File: src/rtl/pipe_pkg.sv
// pipe_pkg: shared constants and helpers for the pipeline register chain
package pipe_pkg;
    localparam int PIPE_LOCKSTEP = 0;
    localparam int PIPE_COLLAPSE = 1;

    function automatic int clog2_p1(input int n);
        return $clog2(n + 1);
    endfunction
endpackage

File: src/rtl/pipe_slot.sv
// pipe_slot: one valid+data pipeline register with hold, load and kill controls
module pipe_slot
    import pipe_pkg::*;
#(
    parameter int WIDTH = 32
) (
    input  logic             clk,
    input  logic             reset,
    input  logic             hold,
    input  logic             load,
    input  logic [WIDTH-1:0] src_data,
    input  logic             kill,
    output logic             valid,
    output logic [WIDTH-1:0] data
);
    logic             valid_d, valid_q;
    logic [WIDTH-1:0] data_d, data_q;

    // kill overrides valid only; data is written solely when a real item arrives
    always_comb begin
        valid_d = kill ? 1'b0 : (hold ? valid_q : load);
        data_d  = (!hold && load) ? src_data : data_q;
    end

    // slot register, cleared asynchronously by reset
    always_ff @(posedge clk or negedge reset) begin
        if (!reset) begin
            valid_q <= 1'b0;
            data_q  <= '0;
        end else begin
            valid_q <= valid_d;
            data_q  <= data_d;
        end
    end

    assign valid = valid_q;
    assign data  = data_q;
endmodule

File: src/rtl/pipe_chain.sv
// pipe_chain: parametrised pipeline register chain with stall, flush and bubble collapsing
module pipe_chain
    import pipe_pkg::*;
#(
    parameter int WIDTH           = 32,
    parameter int STAGES          = 4,
    parameter int BUBBLE_COLLAPSE = PIPE_COLLAPSE
) (
    input  logic                          clk,
    input  logic                          reset,
    input  logic                          in_valid,
    input  logic [WIDTH-1:0]              in_data,
    output logic                          in_ready,
    input  logic [STAGES-1:0]             stall_req,
    input  logic [STAGES-1:0]             flush_req,
    output logic                          out_valid,
    output logic [WIDTH-1:0]              out_data,
    input  logic                          out_ready,
    output logic [STAGES-1:0]             stage_valid,
    output logic [STAGES*WIDTH-1:0]       stage_data,
    output logic [clog2_p1(STAGES)-1:0]   count
);
    localparam int CW = clog2_p1(STAGES);

    logic [STAGES-1:0]       hold, kill, src_valid;
    logic [STAGES*WIDTH-1:0] src_data;
    int                      fl_top;

    assign src_valid = {stage_valid[STAGES-2:0] & ~hold[STAGES-2:0], in_valid};
    assign src_data  = {stage_data[(STAGES-1)*WIDTH-1:0], in_data};

    // hold ripples from the oldest slot down; flush kills everything whose next content comes from slot <= fl_top
    always_comb begin
        hold   = '0;
        kill   = '0;
        fl_top = 0;
        hold[STAGES-1] = stall_req[STAGES-1] | (stage_valid[STAGES-1] & ~out_ready);
        for (int k = STAGES - 2; k >= 0; k--)
            hold[k] = stall_req[k] | ((BUBBLE_COLLAPSE == PIPE_LOCKSTEP || stage_valid[k]) & hold[k+1]);
        for (int k = 0; k < STAGES; k++)
            if (flush_req[k]) fl_top = k;
        for (int k = 0; k < STAGES; k++)
            kill[k] = (|flush_req) && (k <= fl_top + (hold[k] ? 0 : 1));
    end

    // popcount of the registered valid bits
    always_comb begin
        count = '0;
        for (int k = 0; k < STAGES; k++)
            count = count + CW'(stage_valid[k]);
    end

    for (genvar i = 0; i < STAGES; i++) begin : g_slot
        pipe_slot #(.WIDTH(WIDTH)) u_slot (
            .clk      (clk),
            .reset    (reset),
            .hold     (hold[i]),
            .load     (src_valid[i]),
            .src_data (src_data[i*WIDTH +: WIDTH]),
            .kill     (kill[i]),
            .valid    (stage_valid[i]),
            .data     (stage_data[i*WIDTH +: WIDTH])
        );
    end

    assign in_ready  = ~hold[0];
    assign out_valid = stage_valid[STAGES-1];
    assign out_data  = stage_data[(STAGES-1)*WIDTH +: WIDTH];
endmodule

File: config.mk
export PLATFORM = sky130hd
export DESIGN_NAME = pipe_chain
export DESIGN_NICKNAME = d
export VERILOG_FILES = /design/src/rtl/pipe_pkg.sv /design/src/rtl/pipe_slot.sv /design/src/rtl/pipe_chain.sv
export SDC_FILE = /design/constraint.sdc
export NUM_CORES = 1
export LEC_CHECK = 0
export CELL_PAD_IN_SITES_DETAIL_PLACEMENT = 1
export CELL_PAD_IN_SITES_GLOBAL_PLACEMENT = 2
export CORE_AREA = 2 2 141 143
export DETAILED_ROUTE_END_ITERATION = 10
export DIE_AREA = 0 0 143 145
export PLACE_DENSITY_LB_ADDON = 0.1
export SETUP_SLACK_MARGIN = 0.5
export SLEW_MARGIN = 20
export SYNTH_ARGS = -nofsm -noshare
export SYNTH_HDL_FRONTEND = slang
export SYNTH_SLANG_ARGS = --single-unit
File: constraint.sdc
create_clock -name clk -period 2.7 [get_ports clk]
set_clock_uncertainty 0.1 [all_clocks]
set_input_delay 0.675 -clock clk [delete_from_list [all_inputs] [get_ports clk]]
set_output_delay 0.675 -clock clk [all_outputs]
set_load 0.005 [all_outputs]
==> out/results.ini, run 1 <==
[run_status]
run_status=completed

[timing]
achievable-frequency_ghz=0.373
setup_tns_ns=0
max_slew_margin_pct=57.8
final_hold_viol_count=0
grt_setup_unrepaired=yes
period_minus_slack_ns=2.68
finalMaxSlewViolations=0
layout_worst_path_cycle_share_pct=99.3
timing_worst_slew_pin_value_ns=0.627
finalSetupViolCount=0

[synth]
synthesis.yosys.warnings=0
synth.yosys.seq_area_share_pct=60.3
unique_masters_post_synth=29
synth.most_common_cell=dfrtp_1
mappedNetlistNets=417
synth_area_leaders=dfrtp_1 (60%), mux2_2 (26%), buf_4 (4.9%)
syn_area_per_cell_um2=15.1
postSynth.topFlopCell=dfrtp_1
yosysTopAreaCellShare_pct=60.3
synth.largest_area_cell=dfrtp_1
netlist_area_um2=5480
post_synth_arst_share_pct=100
top_cells_by_instance_count_after_synthesis=dfrtp_1 (132), mux2_2 (127), buf_4 (36)
synthesis.instances=364
synth-edff-count=0
ys_ff_latch=132

[cts]
cts_clock_pin_slew_for_the_worst_setup_and_hold_paths_ns=0.06
cts.root.buffer_cell=clkbuf_16
clock_tree_from_tritoncts=built
cts_inserted_buffers=17
hold_buffers=0
htree_levels=4
cts.path.max_buffers=2
clk_latency_ns=0.41
clkSinkCount=132

[worst_setup_path]
slowest_stage=fa_1
rr_startpoint=g_slot[3].u_slot.valid$_DFFE_PN0P_
crit_path_max_incr_delay_ns=0.55
reg2reg_slack_ns=0.21
setup.worst_path.class=reg2out
worstPathMaxFanout=2
cp-endpoint=count[1]
critPathArrivalTime_ns=1.91
worst_setup_path_end_kind=primary output
worst_r2r_path_depth=12
cp.required_ns=1.92
worstSetupStartpointType=register
timing.rr.end=g_slot[1].u_slot.data[13]$_DFFE_PN0P_
critPathLaunch=g_slot[1].u_slot.valid$_DFFE_PN0P_
crit_chain=inv_2, fa_1, inv_2, ha_4, ha_4, buf_6

[power]
static-leakage-power_nw=4.14
switching_share_pct=24.2
intPower_w=0.00373
seq_power_share_pct=44.5
power-per-cell-area_nw_per_um2=539
pwr-share-comb_pct=14.0
ir_worst_vdd_mv=0.400
p_switching_w=0.00119
p_clk_share_pct=41.4

[finish]
drive_above_1_share_pct=39.1
finalNetCount=644
antenna_cells_inserted=0
layout_overhead_on_the_synthesized_area_pct=66.5
final_area_um2=9130

[grt]
first_pass_grt_wire_length_um=25600
grt.overflow.total=0
global_route_usage_sum_pct=16.4
vias_in_the_first_global_route=4253
antenna_found_initial=0
maximum_number_of_pins_on_one_net_before_global_route_repair=55

[place]
routability_congestion_estimate=0.678
detailed_place_hpwl_um=10200
place_area_um2=7840
port_buffers=212

[job]
cap_violations=0

[routing]
routed_wirelength_um=16400
route.detailed.drc=0
wl_per_cell_um=18.9
detailroute.via_count=3761
residual_antenna_violating_net_count_after_detailed_routing=0
drt_iter0_markers=78
routed_via_density=4.33
drt-pass1-iter-count=4

[floorplan]
core_area_um2=19200
i_o_pin_total=213
std_cell_rows=51
chipWidth_um=143
fp.dieArea_um2=20700
floorplan.initialDensity_pct=28.5
die_height_um=145

[worst_hold_path]
class_of_the_worst_hold_path=in2async

sequential cells by signal, indices dropped and copies added (netlist names):
name / flops
g_slot.u_slot.valid: 4
g_slot.u_slot.data: 128
metal layers:
layer | GRT usage, % | share of wire [%] | vias up
met2 | 26.6 | 50 | 121
met1 | 20.8 | 43 | 1928
met4 | 5.05 | 1.1 | 0
met3 | 5.05 | 6.3 | 15
li1 | - | - | 1697
met5 | 0 | 0 | -
layout make-up:
| cell class | count | area (um2) |
|---|---|---|
| multi-input combinational | 172 | 2170 |
| tap | 265 | 332 |
| timing repair buffer | 257 | 2760 |
| inverter | 11 | 46.3 |
| fill | 1901 | 10100 |
| clock buffer | 19 | 433 |
| sequential | 132 | 3300 |
| clock inverter | 12 | 86.3 |
worst max-delay path: cells and delay by family (launching register included):
family     cells  cell delay [ns]
fa+ha+maj      3             0.93
buf+inv        3             0.21
flops          1             0.37
logic make-up after synthesis:
kind of cell | count (synthesis) | share of synthesized area (%)
adders and majority gates | 9 | 2.19
and+or+nand+nor | 17 | 1.58
buffers and inverters | 60 | 7.12
muxes | 128 | 26.3
DFF | 132 | 60.3
AOI/OAI and AO/OA | 18 | 2.56
how the worst min path moves through the flow:
| stage | startpoint | end | slack [ns] |
|---|---|---|---|
| global placement | g_slot[1].u_slot.data[7]$_DFFE_PN0P_ | g_slot[1].u_slot.data[7]$_DFFE_PN0P_ | 0.39 |
| CTS | reset | g_slot[3].u_slot.data[8]$_DFFE_PN0P_ | 0.11 |
| finish | reset | g_slot[3].u_slot.data[8]$_DFFE_PN0P_ | 0.11 |
| global route | reset | g_slot[3].u_slot.data[8]$_DFFE_PN0P_ | 0.13 |
| floorplan | reset | g_slot[0].u_slot.data[0]$_DFFE_PN0P_ | 0.28 |
| detailed placement | g_slot[1].u_slot.data[7]$_DFFE_PN0P_ | g_slot[1].u_slot.data[7]$_DFFE_PN0P_ | 0.41 |
layout by cell type (no fill, tap or decap), types with 6 or more instances in the layout:
cell type        synthesis  routed
buf_16                   0       6
buf_6                    3      19
dfrtp_1                132     131
buf_12                   0       9
mux2_4                   0      64
buf_4                   36      16
mux2_2                 127      64
clkbuf_16                0      18
clkdlybuf4s50_1          0     201
power by group through the flow:
stage | Sequential [W] | Combinational [W] | Clock (W)
after floorplan | 0.00221 | 0.000147 | 0
after global placement | 0.00221 | 0.000563 | 0
after detailed placement | 0.00222 | 0.000571 | 0
after CTS | 0.00219 | 0.000698 | 0.00210
after global routing | 0.00221 | 0.000741 | 0.00220
final | 0.00219 | 0.000690 | 0.00204
stage by stage:
step / hold WS (ns) / worst slack [ns] / total power [W] / cells / utilization (%)
floorplan: 0.279 / 0.460 / 0.00236 / 364 / -
global placement: 0.392 / -0.383 / 0.00278 / 811 / 40.8
detailed placement: 0.407 / -0.368 / 0.00279 / 811 / 40.8
CTS: 0.113 / -0.00888 / 0.00499 / 865 / 47.1
global route: 0.132 / -0.0424 / 0.00515 / 868 / 47.5
finish: 0.106 / 0.0195 / 0.00492 / 868 / 47.5
what timing repair did:
item	in CTS	in global routing
endpoints found under the setup margin	74	107
gates resized for setup	143	8
endpoints found under the hold margin	0	0
buffers inserted	16	2
cloned	7	1
pin swaps	11	6
No activity file was read; power rests on OpenSTA's default activity.
==> run 2, diff against run 1 <==
--- a/config.mk
+++ b/config.mk
@@ -7,9 +7,10 @@
 export LEC_CHECK = 0
 export CELL_PAD_IN_SITES_DETAIL_PLACEMENT = 1
 export CELL_PAD_IN_SITES_GLOBAL_PLACEMENT = 2
-export CORE_AREA = 2 2 141 143
+export CORE_AREA = 2 2 119 121
 export DETAILED_ROUTE_END_ITERATION = 10
-export DIE_AREA = 0 0 143 145
+export DIE_AREA = 0 0 121 123
+export DONT_BUFFER_PORTS = 1
 export PLACE_DENSITY_LB_ADDON = 0.1
 export SETUP_SLACK_MARGIN = 0.5
 export SLEW_MARGIN = 20
==> run 2 against run 1 <==
- the run now ends with hold timing left
- utilization is 1.8 points lower
- sequential share of layout area up 17 points
- critical path depth decreased by 1
- non-clock buffer count down 242
- cell area fell by 32%
- wire length fell by 27%
- setup slack improved by 0.0031 ns
- final cell count decreased by 38%
- first-iteration DRC count grew 42%
- clock power rose by 22%
- maximum frequency grew 0.11%
- sequential power barely moved
- critical path type unchanged
- critical endpoint unchanged
- largest cell class unchanged
- highest routed layer unchanged
==> out/results.ini, run 2 (same netlist as run 1, synthesis figures left out) <==
[floorplan]
core_area_um2=13600  ; was 19200 um2
chipWidth_um=121  ; was 143 um
die_height_um=123  ; was 145 um
floorplan.initialDensity_pct=40.3  ; was 28.5%
std_cell_rows=43  ; was 51
fp.dieArea_um2=14900  ; was 20700 um2
i_o_pin_total=213  ; unchanged

[grt]
maximum_number_of_pins_on_one_net_before_global_route_repair=133  ; was 55
vias_in_the_first_global_route=3110  ; was 4253
first_pass_grt_wire_length_um=18000  ; was 25600 um
grt.overflow.total=0  ; unchanged
global_route_usage_sum_pct=16.4  ; about the same
antenna_found_initial=1  ; was 0

[timing]
period_minus_slack_ns=2.68  ; about the same
grt_setup_unrepaired=yes  ; unchanged
finalSetupViolCount=0  ; unchanged
achievable-frequency_ghz=0.373  ; about the same
max_slew_margin_pct=59.3  ; was 57.8%
finalMaxSlewViolations=0  ; unchanged
postLayoutSetupSlackWorst_ns=0.0225  ; was 0.0195 ns
final_hold_viol_count=132  ; was 0
fin_worst_hold_slack_ns=-0.138  ; was 0.106 ns
layout_worst_path_cycle_share_pct=99.2  ; was 99.3%
timing_worst_slew_pin_value_ns=0.606  ; was 0.627 ns

[place]
dpl.cell_count=502  ; was 811
routability_congestion_estimate=0.742  ; was 0.678
pre_cts_slack_ns=0.294  ; was -0.368 ns
port_buffers=0  ; was 212
detailed_place_hpwl_um=7630  ; was 10200 um

[finish]
layout_overhead_on_the_synthesized_area_pct=13.6  ; was 66.5%
drive_above_1_share_pct=52.4  ; was 39.1%
final-instance-count-excl-fill=542  ; was 868
fill_cells=1295  ; was 1901
final_common_cell=dfrtp_1  ; was clkdlybuf4s50_1
finalNetCount=402  ; was 644
largest_register_ff_count=128  ; unchanged
top_library_cells_by_usage_in_the_layout_fill_and_taps_aside=dfrtp_1 (129), mux2_2 (127), clkbuf_16 (18)  ; was clkdlybuf4s50_1 (201), dfrtp_1 (131), mux2_2 (64), mux2_4 (64), buf_6 (19)

[routing]
residual_antenna_violating_net_count_after_detailed_routing=0  ; unchanged
detailroute.via_count=2811  ; was 3761
routed_via_density=5.19  ; was 4.33
drt_iter0_markers=111  ; was 78
route.detailed.drc=0  ; unchanged
wl_per_cell_um=22.1  ; was 18.9 um
routed_wirelength_um=12000  ; was 16400 um
drt-pass1-iter-count=4  ; unchanged

[power]
ir_worst_vdd_mv=0.457  ; was 0.400 mV
power-per-cell-area_nw_per_um2=784  ; was 539 nW/um2
switching_share_pct=21.3  ; was 24.2%
static-leakage-power_nw=3.00  ; was 4.14 nW
p_clk_share_pct=50.9  ; was 41.4%
seq_power_share_pct=45.5  ; was 44.5%
pwr-share-comb_pct=3.6  ; was 14.0%
intPower_w=0.00385  ; was 0.00373 W
p_switching_w=0.00104  ; was 0.00119 W

[worst_setup_path]
worst_setup_path_end_kind=primary output  ; unchanged
worst_r2r_path_depth=7  ; was 12
worstPathMaxFanout=6  ; was 2
worstSetupStartpointType=register  ; unchanged
critPathArrivalTime_ns=1.90  ; was 1.91 ns
setup.worst_path.class=reg2out  ; unchanged
cp.required_ns=1.92  ; about the same

[cts]
htree_levels=4  ; unchanged
cts_inserted_buffers=17  ; unchanged
cts_clock_pin_slew_for_the_worst_setup_and_hold_paths_ns=0.06  ; about the same
cts.root.buffer_cell=clkbuf_16  ; unchanged
clock_tree_from_tritoncts=built  ; unchanged
clk_latency_ns=0.42  ; was 0.41 ns
cts.path.max_buffers=2  ; unchanged
clkSinkCount=132  ; unchanged

[worst_hold_path]
class_of_the_worst_hold_path=in2async  ; unchanged

[run_status]
run_status=complete, but fails checks  ; was completed
failed_checks=hold timing

[job]
cap_violations=0  ; unchanged

==> run 2: cell type report <==
| cell class | count | area [um2] | area share [%] |
|---|---|---|---|
| sequential | 132 | 3310 | 53.1 |
| multi-input combinational | 172 | 1860 | 29.9 |
| clock buffer | 19 | 433 | 6.95 |
| tap | 180 | 225 | 3.62 |
| clock inverter | 12 | 204 | 3.28 |
| timing repair buffer | 15 | 146 | 2.35 |
| inverter | 11 | 43.8 | 0.703 |
| antenna | 1 | 2.50 | 0.0402 |
==> run 2: metrics by stage <==
step           hold slack [ns]  utilization [%]  power [W]  TNS [ns]  area (um2)
6_report                -0.138             45.7    0.00488         0        6230
5_1_grt                 -0.169             45.7    0.00509   -0.0441        6220
3_5_place_dp             0.284             40.2    0.00243         0        5470
4_1_cts                 -0.174             45.4    0.00497   -0.0202        6180
2_1_floorplan            0.279                -    0.00236         0        5500
3_3_place_gp             0.282             40.2    0.00243         0        5470
==> run 2: power by group through the flow <==
stage          Sequential (W)  Combinational [W]  Clock, W
3_5_place_dp          0.00226           0.000173         0
6_report              0.00222           0.000178   0.00248
2_1_floorplan         0.00221           0.000147         0
4_1_cts               0.00223           0.000179   0.00257
5_1_grt               0.00225           0.000199   0.00264
3_3_place_gp          0.00226           0.000166         0
==> run 2: worst max-delay path, stage by stage, from the launching register on <==
cell,delay (ns)
dfrtp_2,0.46
inv_2,0.06
fa_1,0.52
inv_2,0.05
ha_4,0.15
ha_4,0.25
==> run 2: routing by layer <==
metal / up-vias / wire length [um] / GRT usage, %
li1: 1203 / - / -
met1: 1466 / 4790 / 19.2
met2: 135 / 5860 / 25.4
met3: 7 / 1220 / 9.09
met4: 0 / 87 / 6.40
met5: - / 0 / 0
==> run 2: what timing repair did <==
item,4_1_cts,5_1_grt
gates resized for setup,14,1
setup endpoints to repair,4,35
buffers inserted,4,3
endpoints found under the hold margin,132,132
cloned,0,1
pin swaps,4,4
==> run 2: worst paths after layout <==
check | start | to | slack, ns
min in group clk | in_data[5] | g_slot[0].u_slot.data[5]$_DFFE_PN0P_ | 0.31
setup reg to reg | g_slot[2].u_slot.valid$_DFFE_PN0P_ | g_slot[1].u_slot.data[24]$_DFFE_PN0P_ | 0.58
hold / removal | reset | g_slot[0].u_slot.data[7]$_DFFE_PN0P_ | -0.14
max in group asynchronous | reset | g_slot[3].u_slot.data[18]$_DFFE_PN0P_ | 2.47
hold reg to reg | g_slot[1].u_slot.data[7]$_DFFE_PN0P_ | g_slot[1].u_slot.data[7]$_DFFE_PN0P_ | 0.45
setup / recovery | g_slot[3].u_slot.valid$_DFFE_PN0P_ | count[1] | 0.02
